<file path="src/rtl/core_ctrl_pkg.sv">
// Shared control definitions for the core pipeline: hazard-controller FSM states,
// event priority indices and the priority resolver used in the RUN state.
// Purely declarative; no clocked logic lives here.
package core_ctrl_pkg;

    // Hazard controller states.
    typedef enum logic [2:0] {
        ST_RUN      = 3'd0,
        ST_LOAD_USE = 3'd1,
        ST_MDU_WAIT = 3'd2,
        ST_MEM_WAIT = 3'd3,
        ST_FLUSH    = 3'd4
    } ctrl_state_e;

    // Bit positions in the event request vector; lower index wins.
    localparam int unsigned PRIO_TRAP     = 0;
    localparam int unsigned PRIO_MEM      = 1;
    localparam int unsigned PRIO_MDU      = 2;
    localparam int unsigned PRIO_REDIR    = 3;
    localparam int unsigned PRIO_LOAD_USE = 4;
    localparam int unsigned NUM_EV        = 5;

    // Winning event after priority resolution.
    typedef enum logic [2:0] {
        EV_NONE     = 3'd0,
        EV_TRAP     = 3'd1,
        EV_MEM      = 3'd2,
        EV_MDU      = 3'd3,
        EV_REDIR    = 3'd4,
        EV_LOAD_USE = 3'd5
    } ctrl_ev_e;

    function automatic ctrl_ev_e pick_event(input logic [NUM_EV-1:0] req);
        if (req[PRIO_TRAP])     return EV_TRAP;
        if (req[PRIO_MEM])      return EV_MEM;
        if (req[PRIO_MDU])      return EV_MDU;
        if (req[PRIO_REDIR])    return EV_REDIR;
        if (req[PRIO_LOAD_USE]) return EV_LOAD_USE;
        return EV_NONE;
    endfunction

endpackage

</file>
<file path="src/rtl/hazard_detect.sv">
// Load-use hazard compare between the EXE-stage load and the ID-stage sources.
// Latency: combinational. Backpressure: none, pure compare.
// Ports: rs1_i/rs2_i ID sources, rd_i EXE destination, mem_read_i EXE is a load,
//        load_use_o high when the ID instruction needs the load result.
module hazard_detect (
    input  logic [4:0] rs1_i,
    input  logic [4:0] rs2_i,
    input  logic [4:0] rd_i,
    input  logic       mem_read_i,
    output logic       load_use_o
);

    // x0 is hardwired to zero, so a load targeting it never creates a hazard.
    assign load_use_o = mem_read_i && (rd_i != 5'd0) &&
                        ((rd_i == rs1_i) || (rd_i == rs2_i));

endmodule

</file>
<file path="src/rtl/pipeline_hazard_ctrl.sv">
// Pipeline hazard controller: generates per-stage stall and flush strobes for
// load-use, multi-cycle MDU, data-bus waits, redirects and traps.
// Latency: outputs are combinational from state and inputs (zero-cycle in RUN).
// Backpressure: stalls hold pipeline registers until dmem_ack / mdu_done arrive;
//               a data-bus wait is abandoned after MEM_TIMEOUT cycles.
// Ports: hazard inputs from ID/EXE/MEM, stall_* per pipeline register,
//        flush_* bubble inserts, mem_timeout_o pulse, stall_count statistic.
module pipeline_hazard_ctrl
    import core_ctrl_pkg::*;
#(
    parameter int unsigned FLUSH_CYCLES = 2,    // >= 1
    parameter int unsigned MEM_TIMEOUT  = 255,  // >= 1
    parameter int unsigned CNT_W        = 32
) (
    input  logic             clk,
    input  logic             reset_n,
    input  logic [4:0]       rs1_id,
    input  logic [4:0]       rs2_id,
    input  logic [4:0]       rd_exe,
    input  logic             mem_read_exe,
    input  logic             redirect_exe,
    input  logic             trap_req,
    input  logic             mdu_start_exe,
    input  logic             mdu_done,
    input  logic             dmem_req_mem,
    input  logic             dmem_ack,
    output logic             stall_if,
    output logic             stall_id,
    output logic             stall_exe,
    output logic             stall_mem,
    output logic             flush_if_id,
    output logic             flush_id_exe,
    output logic             mem_timeout_o,
    output logic [CNT_W-1:0] stall_count
);

    localparam int unsigned WAIT_W = $clog2(MEM_TIMEOUT + 1);
    localparam int unsigned FCNT_W = $clog2(FLUSH_CYCLES + 1);

    localparam logic [WAIT_W-1:0] WAIT_LIMIT = WAIT_W'(MEM_TIMEOUT);
    // Flush entered from a wait state has not flushed yet: full length.
    localparam logic [FCNT_W-1:0] FLUSH_FULL = FCNT_W'(FLUSH_CYCLES);
    // Flush entered from RUN already flushed in the trigger cycle.
    localparam logic [FCNT_W-1:0] FLUSH_REST = FCNT_W'(FLUSH_CYCLES - 1);

    ctrl_state_e       state_q, state_d;
    logic [WAIT_W-1:0] wait_cnt_q, wait_cnt_d;
    logic [FCNT_W-1:0] flush_cnt_q, flush_cnt_d;   // flush cycles left, including current
    logic              trap_pend_q, trap_pend_d;
    logic              mdu_done_q, mdu_done_d;     // mdu_done seen while dmem still busy
    logic [CNT_W-1:0]  stall_count_q;

    logic              load_use;
    logic              dmem_wait;
    logic              mdu_fin;
    logic              wait_done;
    logic              trap_svc;
    logic [NUM_EV-1:0] ev_req;
    ctrl_ev_e          ev;

    logic s_if, s_id, s_exe, s_mem, f_if_id, f_id_exe, tmo;

    hazard_detect u_hazard_detect (
        .rs1_i      (rs1_id),
        .rs2_i      (rs2_id),
        .rd_i       (rd_exe),
        .mem_read_i (mem_read_exe),
        .load_use_o (load_use)
    );

    assign dmem_wait = dmem_req_mem & ~dmem_ack;
    assign trap_svc  = trap_pend_q | trap_req;

    // In LOAD_USE the EXE stage holds the bubble just inserted, so the hazard
    // compare is masked; all other events are evaluated exactly as in RUN.
    always_comb begin
        ev_req                = '0;
        ev_req[PRIO_TRAP]     = trap_req;
        ev_req[PRIO_MEM]      = dmem_wait;
        ev_req[PRIO_MDU]      = mdu_start_exe & ~mdu_done;
        ev_req[PRIO_REDIR]    = redirect_exe;
        ev_req[PRIO_LOAD_USE] = load_use & (state_q == ST_RUN);
        ev                    = pick_event(ev_req);
    end

    always_comb begin
        state_d     = state_q;
        wait_cnt_d  = wait_cnt_q;
        flush_cnt_d = flush_cnt_q;
        trap_pend_d = trap_pend_q;
        mdu_done_d  = mdu_done_q;
        mdu_fin     = 1'b0;
        wait_done   = 1'b0;
        s_if        = 1'b0;
        s_id        = 1'b0;
        s_exe       = 1'b0;
        s_mem       = 1'b0;
        f_if_id     = 1'b0;
        f_id_exe    = 1'b0;
        tmo         = 1'b0;

        case (state_q)
            ST_RUN, ST_LOAD_USE: begin
                state_d = ST_RUN;
                case (ev)
                    EV_TRAP, EV_REDIR: begin
                        f_if_id  = 1'b1;
                        f_id_exe = 1'b1;
                        if (FLUSH_CYCLES > 1) begin
                            state_d     = ST_FLUSH;
                            flush_cnt_d = FLUSH_REST;
                        end
                    end
                    EV_MEM: begin
                        s_if       = 1'b1;
                        s_id       = 1'b1;
                        s_exe      = 1'b1;
                        s_mem      = 1'b1;
                        state_d    = ST_MEM_WAIT;
                        wait_cnt_d = WAIT_W'(1);
                    end
                    EV_MDU: begin
                        s_if       = 1'b1;
                        s_id       = 1'b1;
                        s_exe      = 1'b1;
                        state_d    = ST_MDU_WAIT;
                        mdu_done_d = 1'b0;
                    end
                    EV_LOAD_USE: begin
                        s_if     = 1'b1;
                        s_id     = 1'b1;
                        f_id_exe = 1'b1;
                        state_d  = ST_LOAD_USE;
                    end
                    default: ;
                endcase
            end

            ST_MEM_WAIT: begin
                // Ack wins over a simultaneous timeout: the access did complete.
                wait_done = dmem_ack | (wait_cnt_q == WAIT_LIMIT);
                if (wait_done) begin
                    tmo        = ~dmem_ack;
                    wait_cnt_d = '0;
                    if (trap_svc) begin
                        state_d     = ST_FLUSH;
                        flush_cnt_d = FLUSH_FULL;
                        trap_pend_d = 1'b0;
                    end else begin
                        state_d = ST_RUN;
                    end
                end else begin
                    s_if        = 1'b1;
                    s_id        = 1'b1;
                    s_exe       = 1'b1;
                    s_mem       = 1'b1;
                    wait_cnt_d  = wait_cnt_q + WAIT_W'(1);
                    trap_pend_d = trap_svc;
                end
            end

            ST_MDU_WAIT: begin
                // mdu_done may be a single-cycle pulse; remember it while a
                // data-bus wait is still holding the MEM stage.
                mdu_fin = mdu_done | mdu_done_q;
                if (mdu_fin && !dmem_wait) begin
                    mdu_done_d = 1'b0;
                    if (trap_svc) begin
                        state_d     = ST_FLUSH;
                        flush_cnt_d = FLUSH_FULL;
                        trap_pend_d = 1'b0;
                    end else begin
                        state_d = ST_RUN;
                    end
                end else begin
                    s_if        = 1'b1;
                    s_id        = 1'b1;
                    s_exe       = 1'b1;
                    s_mem       = dmem_wait;
                    mdu_done_d  = mdu_fin;
                    trap_pend_d = trap_svc;
                end
            end

            ST_FLUSH: begin
                f_if_id  = 1'b1;
                f_id_exe = 1'b1;
                if (trap_req || redirect_exe) begin
                    // Restart: this cycle counts as the first of the new flush.
                    if (FLUSH_CYCLES > 1) begin
                        flush_cnt_d = FLUSH_REST;
                    end else begin
                        state_d = ST_RUN;
                    end
                end else if (flush_cnt_q <= FCNT_W'(1)) begin
                    state_d = ST_RUN;
                end else begin
                    flush_cnt_d = flush_cnt_q - FCNT_W'(1);
                end
            end

            default: state_d = ST_RUN;
        endcase
    end

    // Strobes are forced low during reset so a stall in progress is dropped at once.
    assign stall_if      = reset_n & s_if;
    assign stall_id      = reset_n & s_id;
    assign stall_exe     = reset_n & s_exe;
    assign stall_mem     = reset_n & s_mem;
    assign flush_if_id   = reset_n & f_if_id;
    assign flush_id_exe  = reset_n & f_id_exe;
    assign mem_timeout_o = reset_n & tmo;
    assign stall_count   = stall_count_q;

    always_ff @(posedge clk) begin
        if (!reset_n) begin
            state_q       <= ST_RUN;
            wait_cnt_q    <= '0;
            flush_cnt_q   <= '0;
            trap_pend_q   <= 1'b0;
            mdu_done_q    <= 1'b0;
            stall_count_q <= '0;
        end else begin
            state_q     <= state_d;
            wait_cnt_q  <= wait_cnt_d;
            flush_cnt_q <= flush_cnt_d;
            trap_pend_q <= trap_pend_d;
            mdu_done_q  <= mdu_done_d;
            if (s_if && (stall_count_q != {CNT_W{1'b1}})) begin
                stall_count_q <= stall_count_q + CNT_W'(1);
            end
        end
    end

endmodule
</file>
<file path="config.mk">
export PLATFORM = sky130hd
export DESIGN_NAME = pipeline_hazard_ctrl
export DESIGN_NICKNAME = d
export VERILOG_FILES = /design/src/rtl/core_ctrl_pkg.sv /design/src/rtl/hazard_detect.sv /design/src/rtl/pipeline_hazard_ctrl.sv
export SDC_FILE = /design/constraint.sdc
export NUM_CORES = 1
export LEC_CHECK = 0
export CAP_MARGIN = 30
export CORE_MARGIN = 1
export CORE_UTILIZATION = 51
export CTS_CLUSTER_SIZE = 12
export DETAILED_ROUTE_END_ITERATION = 12
export PLACE_DENSITY_LB_ADDON = 0.12
export SETUP_SLACK_MARGIN = 0.3
export SLEW_MARGIN = 20
export SYNTH_ARGS = -nofsm -noshare
export SYNTH_HDL_FRONTEND = slang
export SYNTH_SLANG_ARGS = --single-unit
</file>
<file path="constraint.sdc">
create_clock -name clk -period 2.9 [get_ports clk]
set_input_delay 0.58 -clock clk [delete_from_list [all_inputs] [get_ports clk]]
set_output_delay 0.58 -clock clk [all_outputs]
set_load 0.02 [all_outputs]
</file>
==> summary.md <==
| Metric | Value |
|---|---|
| Final instance area | `between 3000 and 4000 um^2` |
| Total power | `approximately 1.3 mW` |
| Overall Global Routing Usage | `between 20% and 30%` |
| Critical path's slowest cell | `clkdlybuf4s50_1` |
| Max stage delay on crit path | `a little under 0.5 ns` |
| Detail Route Antenna Nets | `0` |
| Vias in the first global route | `between 2k and 3k` |
| CP max FO | `3` |
| Antenna violations before repair | `0` |
| CTS H-Tree Depth | `2` |
| Synthesis-to-finish area growth | `35.5%` |
| Post-Syn Area | `about 2800 um^2` |
| Final HPWL from detailed placement | `5.09 mm` |
| Final Net Count | `458` |
| CTS Sinks | `47` |
| Inserted Clock Buffers | `5` |
| Worst VDD drop | `around 0.23 mV` |
| DRT Pass-1 Iters | `4` |
| Vias per cell | `around 6` |
| Detailed Route WL | `7.31 mm` |
| Worst setup margin | `~0.33 ns` |
| Clock-pin slew on the worst setup and hold paths | `~0.09 ns` |
| RSZ-0062 raised after global routing | `true` |
| Worst EP required | `2.32 ns` |
| Area after DPL | `roughly 3600 um^2` |
| Hold depth | `2` |
| Ys async rst share | `0%` |
| Worst-Margin Slew | `~0.56 ns` |
| Fin crit period | `2.57 ns` |
| Largest net degree at the start of global routing | `64` |
| Core area | `roughly 5200 um^2` |
| Layer with the highest usage | `met2` |
| Latest clock arrival within the worst-skew pair | `a little over 0.3 ns` |
| Wire length per cell | `about 15 um` |
| Syn Area/Cell | `between 7 and 8 um^2` |
| Sequential fraction of the synthesis area | `between 30 and 40%` |
| Leak | `1.32 nW` |
| Top_reg_cell synth | `dfxtp_1` |
| Synthesized instance count | `352` |
| Fmax | `just under 400 MHz` |
| Met3 GRT Util | `roughly 5.5%` |
| Final period util | `approximately 90%` |
| Reg2reg path depth | `7` |
| Fillers | `between 400 and 500` |
| Setup TNS | `0 ns` |
| Mapped Nets | `between 300 and 400` |
| Congestion Overflow GR | `0` |
| Crit. End Element | `output pin` |
| Multi-input gate area | `roughly 1800 um^2` |
| Max-cap violations | `0` |
| Initial Util | `between 50% and 60%` |
| Die area | `roughly 5800 um^2` |
| Hold Crit Class | `flip-flop to flip-flop` |
| CP cell instances | `clkdlybuf4s50_1, buf_4, nor2_1, o21ai_1, o211ai_2, o21ba_4, nor2_4, buf_6` |
| Max Slew Vio Count | `0` |
| Delay-heaviest family, CP | `buffers and inverters` |
| First-pass GRT wire length | `12.4 mm` |
| Via count | `around 3.0k` |
| Cell variety after synth | `59` |
| Register area | `around 940 um^2` |
| Pwr dens | `353 nW/um^2` |
| Root Driver | `clkbuf_8` |
| Post-layout util | `between 70% and 80%` |
| Crit path buf inv count | `3` |
| Chip Width | `between 70 and 80 um` |
| Drt drc | `0` |
| Max Root-Sink Buffers | `2` |
| Top-Level Pins | `63` |
| Port Buffers | `62` |
| Ys Warns | `0` |
| Detailed Route Iter0 Violations | `roughly 190` |
| Endpoints failing hold | `0` |
| WS Path Type | `input port to output pin` |
| GR Util met1 | `between 30% and 40%` |
| Antenna fix cells | `0` |
| Final setup viols | `0` |
| Flops & latches, synth | `47` |
| Clock skew | `roughly 0.007 ns` |
| Routing usage on met2 | `a little over two fifths` |
| EDFF count, synth | `0` |
| Worst Setup Start Kind | `input port` |
| Critical path depth | `8` |
| Pre-CTS setup slack | `-0.313 ns` |
| Slew headroom | `between 60% and 70%` |
| # rows | `26` |
| CTS tree | `done` |
| Status | `finished clean` |
| Routability cong. | `between 0.8 and 0.9` |
| Layout cells sized above 1 | `between 10% and 20%` |
| Arr. time, crit path | `around 2.0 ns` |
| Die Y | `between 70 and 80 um` |
## where the power goes
| part | switching (mW) | internal (mW) | leakage (nW) | total, mW |
|---|---|---|---|---|
| Combinational | 0.115 | 0.109 | 0.891 | 0.224 |
| Clock | 0.228 | 0.217 | 0.0505 | 0.445 |
| Sequential | 0.0134 | 0.655 | 0.380 | 0.669 |
## sequential cells by signal, indices dropped and copies added, names as in the netlist
name	count
state_q	3
trap_pend_q	1
flush_cnt_q	2
mdu_done_q	1
wait_cnt_q	8
stall_count	32
## kinds of logic (layout without fill, tap and decap cells)
| family | after synthesis | in the layout | share of synthesized area [%] |
|---|---|---|---|
| DFF | 47 | 47 | 33.6 |
| adders and majority gates | 3 | 3 | 1.34 |
| buffers and inverters | 28 | 108 | 5.37 |
| AOI/OAI and AO/OA | 103 | 103 | 22.9 |
| muxes | 2 | 2 | 0.760 |
| and+or+nand+nor | 159 | 159 | 32.8 |
| xor gates and xnor gates | 10 | 10 | 3.13 |
## Yosys cell counts, drive strengths merged (11+ instances only)
| cell type | number | area [um^2] |
|---|---|---|
| nand2 | 26 | 97.6 |
| nand4 | 17 | 113 |
| o21ai | 26 | 130 |
| o31ai | 17 | 141 |
| nand3 | 12 | 65.1 |
| or3 | 17 | 111 |
| or4 | 16 | 120 |
| buf | 12 | 90.1 |
| dfxtp | 47 | 941 |
| nor2 | 24 | 90.1 |
| clkbuf | 11 | 41.3 |
| a21oi | 40 | 200 |
## layout make-up
class	count	area share [%]
clock inverters	1	0.198
clock buffers	7	2.54
repair buffers	95	22.5
flip-flops and latches	47	24.9
multi-input cells	277	47.1
well taps	70	2.31
inverters	5	0.495
## worst register-to-register path, cell delays in order, from the launching register on
cell and delay [ns]:
dfxtp_1 0.52, nor3b_2 0.35, o21ai_1 0.15, o211ai_2 0.11
o21ba_4 0.21, buf_6 0.22, or4_1 0.57, a21oi_1 0.18
## layer usage
metal	part of all wire [%]	vias up
li1	-	1485
met1	44	1421
met2	48	92
met3	6.8	7
met4	0.96	0
met5	0	-
## final timing paths
path	from	endpoint	slack, ns
max	mdu_done	stall_id	0.33
min	stall_count[10]$_SDFFE_PN0P_	stall_count[10]$_SDFFE_PN0P_	0.50
max reg2reg	state_q[1]$_SDFFE_PN0P_	stall_count[14]$_SDFFE_PN0P_	0.53
min reg2reg	stall_count[10]$_SDFFE_PN0P_	stall_count[10]$_SDFFE_PN0P_	0.50
## layout by cell type (no fill, tap or decap), types with 3 or more instances in the layout
cell type	instances
clkbuf_2	4
clkdlybuf4s50_1	45
buf_4	33
dfxtp_1	46
dlymetal6s2s_1	4
nor3_2	5
or4_1	15
nand3_1	11
nor2b_1	3
buf_6	3
o21ai_0	25
nand4_1	16
nor2_1	23
o31ai_1	16
inv_1	3
and2_1	6
or3_1	16
clkbuf_8	7
nor3b_1	3
a21oi_1	39
nand2_1	26
and3_1	8
dlygate4sd2_1	3
xor2_1	10
nor3_1	4
o211ai_1	3
## through the flow
step,hold slack [ns],cells
after global placement,0.462,492
final,0.503,502
after detailed placement,0.487,492
after floorplan,0.447,352
after CTS,0.506,500
after global routing,0.529,502
## repair_timing
action	in CTS	in global routing
setup endpoints to repair	25	24
gates resized for setup	42	22
pin swaps	5	11
buffers inserted	0	2
hold buffers	0	0
No activity file was read; power rests on OpenSTA's default activity.
